[src/rtl/conv_pkg.sv]
// Shared state encoding and default geometry for the convolution sequencing controller.
package conv_pkg;

  localparam int unsigned DEF_FILTER_N    = 4;
  localparam int unsigned DEF_LG_FILTER_N = 2;
  localparam int unsigned DEF_VECTOR_N    = 16;
  localparam int unsigned DEF_LG_VECTOR_N = 4;

  typedef enum logic [2:0] {
    ST_IDLE,
    ST_LOAD,
    ST_ISSUE,
    ST_DRAIN,
    ST_OUT
  } state_e;

endpackage

[src/rtl/conv_seq_ctrl_if.sv]
// Handshake, memory-strobe and accumulator-control bundle of the convolution controller.
interface conv_seq_ctrl_if import conv_pkg::*; #(
  parameter int unsigned LG_FILTER_N = DEF_LG_FILTER_N,
  parameter int unsigned LG_VECTOR_N = DEF_LG_VECTOR_N
) ();

  logic                   start;
  logic                   s_valid;
  logic                   s_ready;
  logic                   wr_en_f;
  logic                   wr_en_x;
  logic [LG_VECTOR_N-1:0] wr_addr;
  logic [LG_VECTOR_N-1:0] rd_addr_x;
  logic [LG_FILTER_N-1:0] rd_addr_f;
  logic                   en_acc;
  logic                   clear_acc;
  logic                   m_valid;
  logic                   m_ready;
  logic                   done;

  modport master (
    input  start, s_valid, m_ready,
    output s_ready, wr_en_f, wr_en_x, wr_addr, rd_addr_x, rd_addr_f,
           en_acc, clear_acc, m_valid, done
  );

  modport slave (
    output start, s_valid, m_ready,
    input  s_ready, wr_en_f, wr_en_x, wr_addr, rd_addr_x, rd_addr_f,
           en_acc, clear_acc, m_valid, done
  );

endinterface

[src/rtl/conv_addr_gen.sv]
// Tap (j) and output (k) counters producing the filter/sample read addresses.
module conv_addr_gen import conv_pkg::*; #(
  parameter int unsigned FILTER_N    = DEF_FILTER_N,
  parameter int unsigned LG_FILTER_N = DEF_LG_FILTER_N,
  parameter int unsigned VECTOR_N    = DEF_VECTOR_N,
  parameter int unsigned LG_VECTOR_N = DEF_LG_VECTOR_N
) (
  input  logic                   clk,
  input  logic                   reset,
  input  logic                   clr_i,
  input  logic                   j_inc_i,
  input  logic                   k_inc_i,
  output logic                   j_first_o,
  output logic                   j_last_o,
  output logic                   k_last_o,
  output logic [LG_FILTER_N-1:0] rd_addr_f_o,
  output logic [LG_VECTOR_N-1:0] rd_addr_x_o
);

  localparam logic [LG_FILTER_N-1:0] J_LAST = LG_FILTER_N'(FILTER_N - 1);
  localparam logic [LG_VECTOR_N-1:0] K_LAST = LG_VECTOR_N'(VECTOR_N - FILTER_N);

  logic [LG_FILTER_N-1:0] j_q;
  logic [LG_VECTOR_N-1:0] k_q;
  logic [LG_VECTOR_N-1:0] x_q;

  assign j_first_o   = (j_q == '0);
  assign j_last_o    = (j_q == J_LAST);
  assign k_last_o    = (k_q == K_LAST);
  assign rd_addr_f_o = j_q;
  assign rd_addr_x_o = x_q;

  // x_q tracks k+j incrementally so the sample address is a flop, not an adder output.
  always_ff @(posedge clk or posedge reset) begin
    if (reset) begin
      j_q <= '0;
      k_q <= '0;
      x_q <= '0;
    end else if (clr_i) begin
      j_q <= '0;
      k_q <= '0;
      x_q <= '0;
    end else if (k_inc_i) begin
      k_q <= k_q + LG_VECTOR_N'(1);
      x_q <= k_q + LG_VECTOR_N'(1);
    end else if (j_inc_i) begin
      j_q <= j_last_o ? '0  : j_q + LG_FILTER_N'(1);
      x_q <= j_last_o ? k_q : x_q + LG_VECTOR_N'(1);
    end
  end

endmodule

[src/rtl/conv_seq_ctrl.sv]
// Sequences load of taps/samples, per-output MAC issue with 1-cycle read latency, and output handshake.
module conv_seq_ctrl import conv_pkg::*; #(
  parameter int unsigned FILTER_N    = DEF_FILTER_N,
  parameter int unsigned LG_FILTER_N = DEF_LG_FILTER_N,
  parameter int unsigned VECTOR_N    = DEF_VECTOR_N,
  parameter int unsigned LG_VECTOR_N = DEF_LG_VECTOR_N
) (
  input  logic            clk,
  input  logic            reset,
  conv_seq_ctrl_if.master bus
);

  localparam int unsigned       LCNT_W    = LG_VECTOR_N + 1;
  localparam logic [LCNT_W-1:0] LOAD_LAST = LCNT_W'(FILTER_N + VECTOR_N - 1);
  localparam logic [LCNT_W-1:0] TAPS      = LCNT_W'(FILTER_N);

  state_e              state_q;
  logic [LCNT_W-1:0]   lcnt_q;
  logic                s_ready_q;
  logic                en_acc_q;
  logic                clear_acc_q;
  logic                m_valid_q;

  logic                xfer;
  logic                in_taps;
  logic [LCNT_W-1:0]   x_idx;
  logic                out_xfer;
  logic                j_first;
  logic                j_last;
  logic                k_last;
  logic                j_inc;
  logic                k_inc;
  logic                clr;
  logic [LG_FILTER_N-1:0] rd_addr_f;
  logic [LG_VECTOR_N-1:0] rd_addr_x;

  assign xfer     = bus.s_valid & s_ready_q;
  assign in_taps  = (lcnt_q < TAPS);
  assign x_idx    = lcnt_q - TAPS;
  assign out_xfer = m_valid_q & bus.m_ready;

  // Write strobes follow the transfer directly; the address is held at 0 between transfers.
  assign bus.wr_en_f = xfer & in_taps;
  assign bus.wr_en_x = xfer & ~in_taps;
  assign bus.wr_addr = !xfer  ? '0 :
                       in_taps ? LG_VECTOR_N'(lcnt_q) : LG_VECTOR_N'(x_idx);

  assign bus.s_ready   = s_ready_q;
  assign bus.en_acc    = en_acc_q;
  assign bus.clear_acc = clear_acc_q;
  assign bus.m_valid   = m_valid_q;
  assign bus.done      = out_xfer & k_last;
  assign bus.rd_addr_f = rd_addr_f;
  assign bus.rd_addr_x = rd_addr_x;

  assign j_inc = (state_q == ST_ISSUE);
  assign k_inc = out_xfer & ~k_last;
  assign clr   = (state_q == ST_IDLE) | (out_xfer & k_last);

  conv_addr_gen #(
    .FILTER_N    (FILTER_N),
    .LG_FILTER_N (LG_FILTER_N),
    .VECTOR_N    (VECTOR_N),
    .LG_VECTOR_N (LG_VECTOR_N)
  ) u_addr_gen (
    .clk         (clk),
    .reset       (reset),
    .clr_i       (clr),
    .j_inc_i     (j_inc),
    .k_inc_i     (k_inc),
    .j_first_o   (j_first),
    .j_last_o    (j_last),
    .k_last_o    (k_last),
    .rd_addr_f_o (rd_addr_f),
    .rd_addr_x_o (rd_addr_x)
  );

  // en_acc/clear_acc lag each ISSUE cycle by one to line up with the memory read data.
  always_ff @(posedge clk or posedge reset) begin
    if (reset) begin
      state_q     <= ST_IDLE;
      lcnt_q      <= '0;
      s_ready_q   <= 1'b0;
      en_acc_q    <= 1'b0;
      clear_acc_q <= 1'b0;
      m_valid_q   <= 1'b0;
    end else begin
      en_acc_q    <= (state_q == ST_ISSUE);
      clear_acc_q <= (state_q == ST_ISSUE) & j_first;
      case (state_q)
        ST_IDLE: begin
          if (bus.start) begin
            state_q   <= ST_LOAD;
            lcnt_q    <= '0;
            s_ready_q <= 1'b1;
          end
        end
        ST_LOAD: begin
          if (xfer) begin
            if (lcnt_q == LOAD_LAST) begin
              state_q   <= ST_ISSUE;
              lcnt_q    <= '0;
              s_ready_q <= 1'b0;
            end else begin
              lcnt_q <= lcnt_q + LCNT_W'(1);
            end
          end
        end
        ST_ISSUE: begin
          if (j_last) state_q <= ST_DRAIN;
        end
        ST_DRAIN: begin
          state_q   <= ST_OUT;
          m_valid_q <= 1'b1;
        end
        ST_OUT: begin
          if (out_xfer) begin
            m_valid_q <= 1'b0;
            state_q   <= k_last ? ST_IDLE : ST_ISSUE;
          end
        end
        default: state_q <= ST_IDLE;
      endcase
    end
  end

endmodule

[src/flat_wrapper.sv]
// flat-port wrapper written by rule: the top's interface ports become plain ports
module conv_seq_ctrl_flat import conv_pkg::*;
#(
  parameter int unsigned FILTER_N    = DEF_FILTER_N,
  parameter int unsigned LG_FILTER_N = DEF_LG_FILTER_N,
  parameter int unsigned VECTOR_N    = DEF_VECTOR_N,
  parameter int unsigned LG_VECTOR_N = DEF_LG_VECTOR_N
)
  (clk, reset, bus_start, bus_s_valid, bus_m_ready, bus_s_ready, bus_wr_en_f, bus_wr_en_x, bus_wr_addr, bus_rd_addr_x, bus_rd_addr_f, bus_en_acc, bus_clear_acc, bus_m_valid, bus_done);
  conv_seq_ctrl_if #(.LG_FILTER_N(LG_FILTER_N), .LG_VECTOR_N(LG_VECTOR_N)) bus_i ();
  input  logic clk;
  input  logic reset;
  input wire logic [$bits(bus_i.start)-1:0] bus_start;
  input wire logic [$bits(bus_i.s_valid)-1:0] bus_s_valid;
  input wire logic [$bits(bus_i.m_ready)-1:0] bus_m_ready;
  output wire logic [$bits(bus_i.s_ready)-1:0] bus_s_ready;
  output wire logic [$bits(bus_i.wr_en_f)-1:0] bus_wr_en_f;
  output wire logic [$bits(bus_i.wr_en_x)-1:0] bus_wr_en_x;
  output wire logic [$bits(bus_i.wr_addr)-1:0] bus_wr_addr;
  output wire logic [$bits(bus_i.rd_addr_x)-1:0] bus_rd_addr_x;
  output wire logic [$bits(bus_i.rd_addr_f)-1:0] bus_rd_addr_f;
  output wire logic [$bits(bus_i.en_acc)-1:0] bus_en_acc;
  output wire logic [$bits(bus_i.clear_acc)-1:0] bus_clear_acc;
  output wire logic [$bits(bus_i.m_valid)-1:0] bus_m_valid;
  output wire logic [$bits(bus_i.done)-1:0] bus_done;
  assign bus_i.start = bus_start;
  assign bus_i.s_valid = bus_s_valid;
  assign bus_i.m_ready = bus_m_ready;
  assign bus_s_ready = bus_i.s_ready;
  assign bus_wr_en_f = bus_i.wr_en_f;
  assign bus_wr_en_x = bus_i.wr_en_x;
  assign bus_wr_addr = bus_i.wr_addr;
  assign bus_rd_addr_x = bus_i.rd_addr_x;
  assign bus_rd_addr_f = bus_i.rd_addr_f;
  assign bus_en_acc = bus_i.en_acc;
  assign bus_clear_acc = bus_i.clear_acc;
  assign bus_m_valid = bus_i.m_valid;
  assign bus_done = bus_i.done;
  conv_seq_ctrl #(.FILTER_N(FILTER_N), .LG_FILTER_N(LG_FILTER_N), .VECTOR_N(VECTOR_N), .LG_VECTOR_N(LG_VECTOR_N)) u_core (.clk(clk), .reset(reset), .bus(bus_i));
endmodule
[config.mk]
export PLATFORM = sky130hd
export DESIGN_NAME = conv_seq_ctrl_flat
export DESIGN_NICKNAME = d
export VERILOG_FILES = /design/src/rtl/conv_pkg.sv /design/src/rtl/conv_seq_ctrl_if.sv /design/src/rtl/conv_addr_gen.sv /design/src/rtl/conv_seq_ctrl.sv /design/src/flat_wrapper.sv
export SDC_FILE = /design/constraint.sdc
export NUM_CORES = 1
export LEC_CHECK = 0
export ABC_CLOCK_PERIOD_IN_PS = 1420
export CAP_MARGIN = 30
export CELL_PAD_IN_SITES_DETAIL_PLACEMENT = 0
export CELL_PAD_IN_SITES_GLOBAL_PLACEMENT = 1
export CORE_MARGIN = 8
export CORE_UTILIZATION = 36
export DETAILED_ROUTE_END_ITERATION = 10
export HOLD_SLACK_MARGIN = 0.03
export PLACE_DENSITY = 0.8
export SLEW_MARGIN = 30
export SYNTH_ARGS = -nofsm -noshare
export SYNTH_HDL_FRONTEND = slang
export SYNTH_SLANG_ARGS = --single-unit
export TNS_END_PERCENT = 50
[constraint.sdc]
create_clock -name clk -period 1.42 [get_ports clk]
set_input_delay 0.142 -clock clk [delete_from_list [all_inputs] [get_ports clk]]
set_output_delay 0.142 -clock clk [all_outputs]
set_load 0.03 [all_outputs]
==> metrics.yaml, run 1 <==
floorplan:
  die_x_um: 78.1
  core_region_area_um2: 3690
  fp-row-count: 22
  dieArea_um2: 6090
  die_h_um: 78.1
  pin_count: 22
  start_util: 0.376
cts:
  cts_buffers: 3
  clock_path_buffers: 2
  clockRootBuffer: "clkbuf_8"
  cts.htree.levels: 1
  clk_pin_slew_ps: 90
  insertion_delay_ps: 260
  cts_tree: "done"
  cts.sinks: 22
power_and_ir_drop:
  swShare: 0.421
  p_comb_frac: 0.631
  power_frac_seq: 0.251
  clkPwrFrac: 0.117
  power.leakage_nw: 1.03
  powerDensity_nw_per_um2: 1840
  p_int_mw: 2.26
  power.switching_mw: 1.64
  total_power_mw: 3.91
  vdd_drop_max_uv: 921
timing:
  final-setup-viol-count: 7
  hold_ws_ps: 213
  finalSetupTns_ps: -348
  relSlewSlack: 0.764
  max_freq_ghz: 0.662
  rsz0062_at_grt: "true"
  fin_crit_sh: 1.06
  finalClockSkew_ps: 4.40
  worst_slack_ps: -89.7
  final.min_clock_period_ps: 1510
  worst_pin_slew_ps: 353
  hold_viol_final: 0
  slew_violations: 0
finish:
  final_nets: 229
  layout-drive-gt1-share: 0.395
  antenna_cells: 0
  postLayoutCoreUtil: 0.574
  fin_area_um2: 2120
  syn2layout_area_growth_pct: 52.8
  final_cell_mix: "buf_4 (42), nor2_1 (18), dfrtp_1 (16)"
  final_common_cell: "buf_4"
  stdcell_count: 263
placed_design:
  placed_area_um2: 1910
  hpwl_um: 2680
  gp_congestion: 0.817
  place_ws_ps: -196
  dp.cells: 253
  numPortBuffers: 21
synthesis:
  ys_types: 44
  ys_seq_area_frac: 0.397
  synth-async-reset-ratio: 1.00
  ys_ff_latch: 22
  syn_nets: 167
  syn_inst: 154
  syn_avg_cell_area_um2: 9.00
  yosys.area.top_type_share: 0.397
  yosys-top-cells-area: "dfrtp_1 (40%), ha_1 (7.2%), nor2_1 (5.4%)"
  synth_area_um2: 1390
  synth_area_leader_cell: "dfrtp_1"
  yosysWarningCount: 0
  synthFlopType: "dfrtp_1"
  synth_edf_count: 0
global_route:
  grt_pass1_vias: 1327
  use_met3: 0.0251
  track_usage: 0.117
  grt_pass1_wl_um: 6050
  met2_usage: 0.208
  busiest_layer: "met2"
  grt_max_degree: 23
  antenna_found_initial: 0
  grt_use_met1: 0.136
  overflow: 0
critical_path:
  r2r_start: "u_core.u_addr_gen.k_q[0]$_DFFE_PP0P_"
  crit_fanout: 7
  endpoint_kind: "output pin"
  timing.rr.end: "u_core.u_addr_gen.rd_addr_x_o[3]$_DFFE_PP0P_"
  rrSetupSlack_ps: -50
  critPathRequiredTime_ps: 1280
  crit_arrival_ps: 1370
  path_class: "flip-flop to output pin"
  reg2reg_depth: 6
  crit_path_start_kind: "flip-flop"
outcome:
  violations: "negative setup slack"
  status: "complete, but fails checks"
run:
  cap_violations: 0
route:
  vias: 1344
  vias_per_cell: 5.11
  drc: 0
  drtIter0Drc: 71
  final_antenna_net_count: 0
  detail_route.first_pass.iterations: 5
  wl_um: 3630
  post_drt_wl_per_cell_um: 13.8
worst_hold_path:
  hold_path_class: "input pin to asynchronous set/reset pin"
## synthesized netlist by cell type, types with 2 or more instances
cell      n
and3_1    4
or3b_4    2
buf_6     3
nand3_1   6
nor3_1    5
o21ai_0  10
a22o_1    4
nand2_1  15
xnor2_1   2
dfrtp_1  22
o31ai_1   2
nor2_1   20
nor2b_1   2
mux2i_1   3
a21oi_1   8
inv_1    11
ha_1      8
## layer usage
metal	routed length (um)	part of all wire
met5	0	0
met4	71	0.020
met3	156	0.043
met2	1800	0.50
met1	1600	0.44
## layout make-up
| class | count | area (um^2) |
|---|---|---|
| clock buffer | 4 | 55.1 |
| fill | 338 | 1570 |
| inverter | 11 | 41.3 |
| multi-input combinational | 115 | 872 |
| sequential | 22 | 558 |
| tap | 48 | 60.1 |
| timing repair buffer | 63 | 532 |
## critical path, stage by stage (launching register included)
cell      delay [ps]
dfrtp_2          410
buf_6            140
o311ai_4         300
nor2_1            80
buf_4            170
## power groups by stage
stage                     Combinational (mW)  Sequential [mW]  Clock, mW
after global placement                  2.21            0.975          0
after CTS                               2.30            0.976      0.469
after detailed placement                2.25            0.980          0
after floorplan                         1.21             1.16          0
final                                   2.47            0.982      0.458
after global routing                    2.67             1.01      0.500
## logic make-up (layout without fill, tap and decap cells)
family                   Yosys count  after routing  share of synthesized area
AO/OA/AOI/OAI                     36             36                      0.173
XOR/XNOR                           3              3                     0.0190
AND/OR/NAND/NOR                   64             64                      0.245
flip-flops                        22             22                      0.397
adder cells (fa/ha/maj)            8              8                     0.0722
buffers and inverters             17             78                     0.0641
multiplexers                       4              4                     0.0298
## worst max-delay path by stage
| stage | startpoint | end |
|---|---|---|
| floorplan | u_core.bus.s_ready$_DFFE_PP0P_ | bus_wr_addr[2] |
| global placement | bus_m_ready | u_core.u_addr_gen.rd_addr_x_o[3]$_DFFE_PP0P_ |
| detailed placement | bus_m_ready | u_core.u_addr_gen.rd_addr_x_o[3]$_DFFE_PP0P_ |
| CTS | u_core.lcnt_q[2]$_DFFE_PP0P_ | bus_wr_addr[2] |
| global route | u_core.lcnt_q[2]$_DFFE_PP0P_ | bus_wr_addr[2] |
| finish | u_core.lcnt_q[2]$_DFFE_PP0P_ | bus_wr_addr[2] |
## registers in the layout (all words and copies together) (netlist names)
| signal | count |
|---|---|
| u_core.bus.s_ready | 1 |
| u_core.u_addr_gen.rd_addr_f_o | 2 |
| u_core.bus.en_acc | 1 |
| u_core.state_q | 3 |
| u_core.bus.m_valid | 1 |
| u_core.lcnt_q | 5 |
| u_core.bus.clear_acc | 1 |
| u_core.u_addr_gen.rd_addr_x_o | 4 |
| u_core.u_addr_gen.k_q | 4 |
## repair_timing
action / CTS / global route
pin swaps: 2 / 4
buffers inserted: 1 / 6
setup endpoints to repair: 22 / 20
resized for setup: 21 / 23
hold buffers: 0 / 0
cloned: 0 / 0
Power figures use the tool's default switching activity.
==> inputs of run 2 (changes only) <==
Settings changed: CTS_CLUSTER_DIAMETER set to 30.
==> results of run 2 <==
No change in the layout: final DEF, timing and power equal those of run 1.
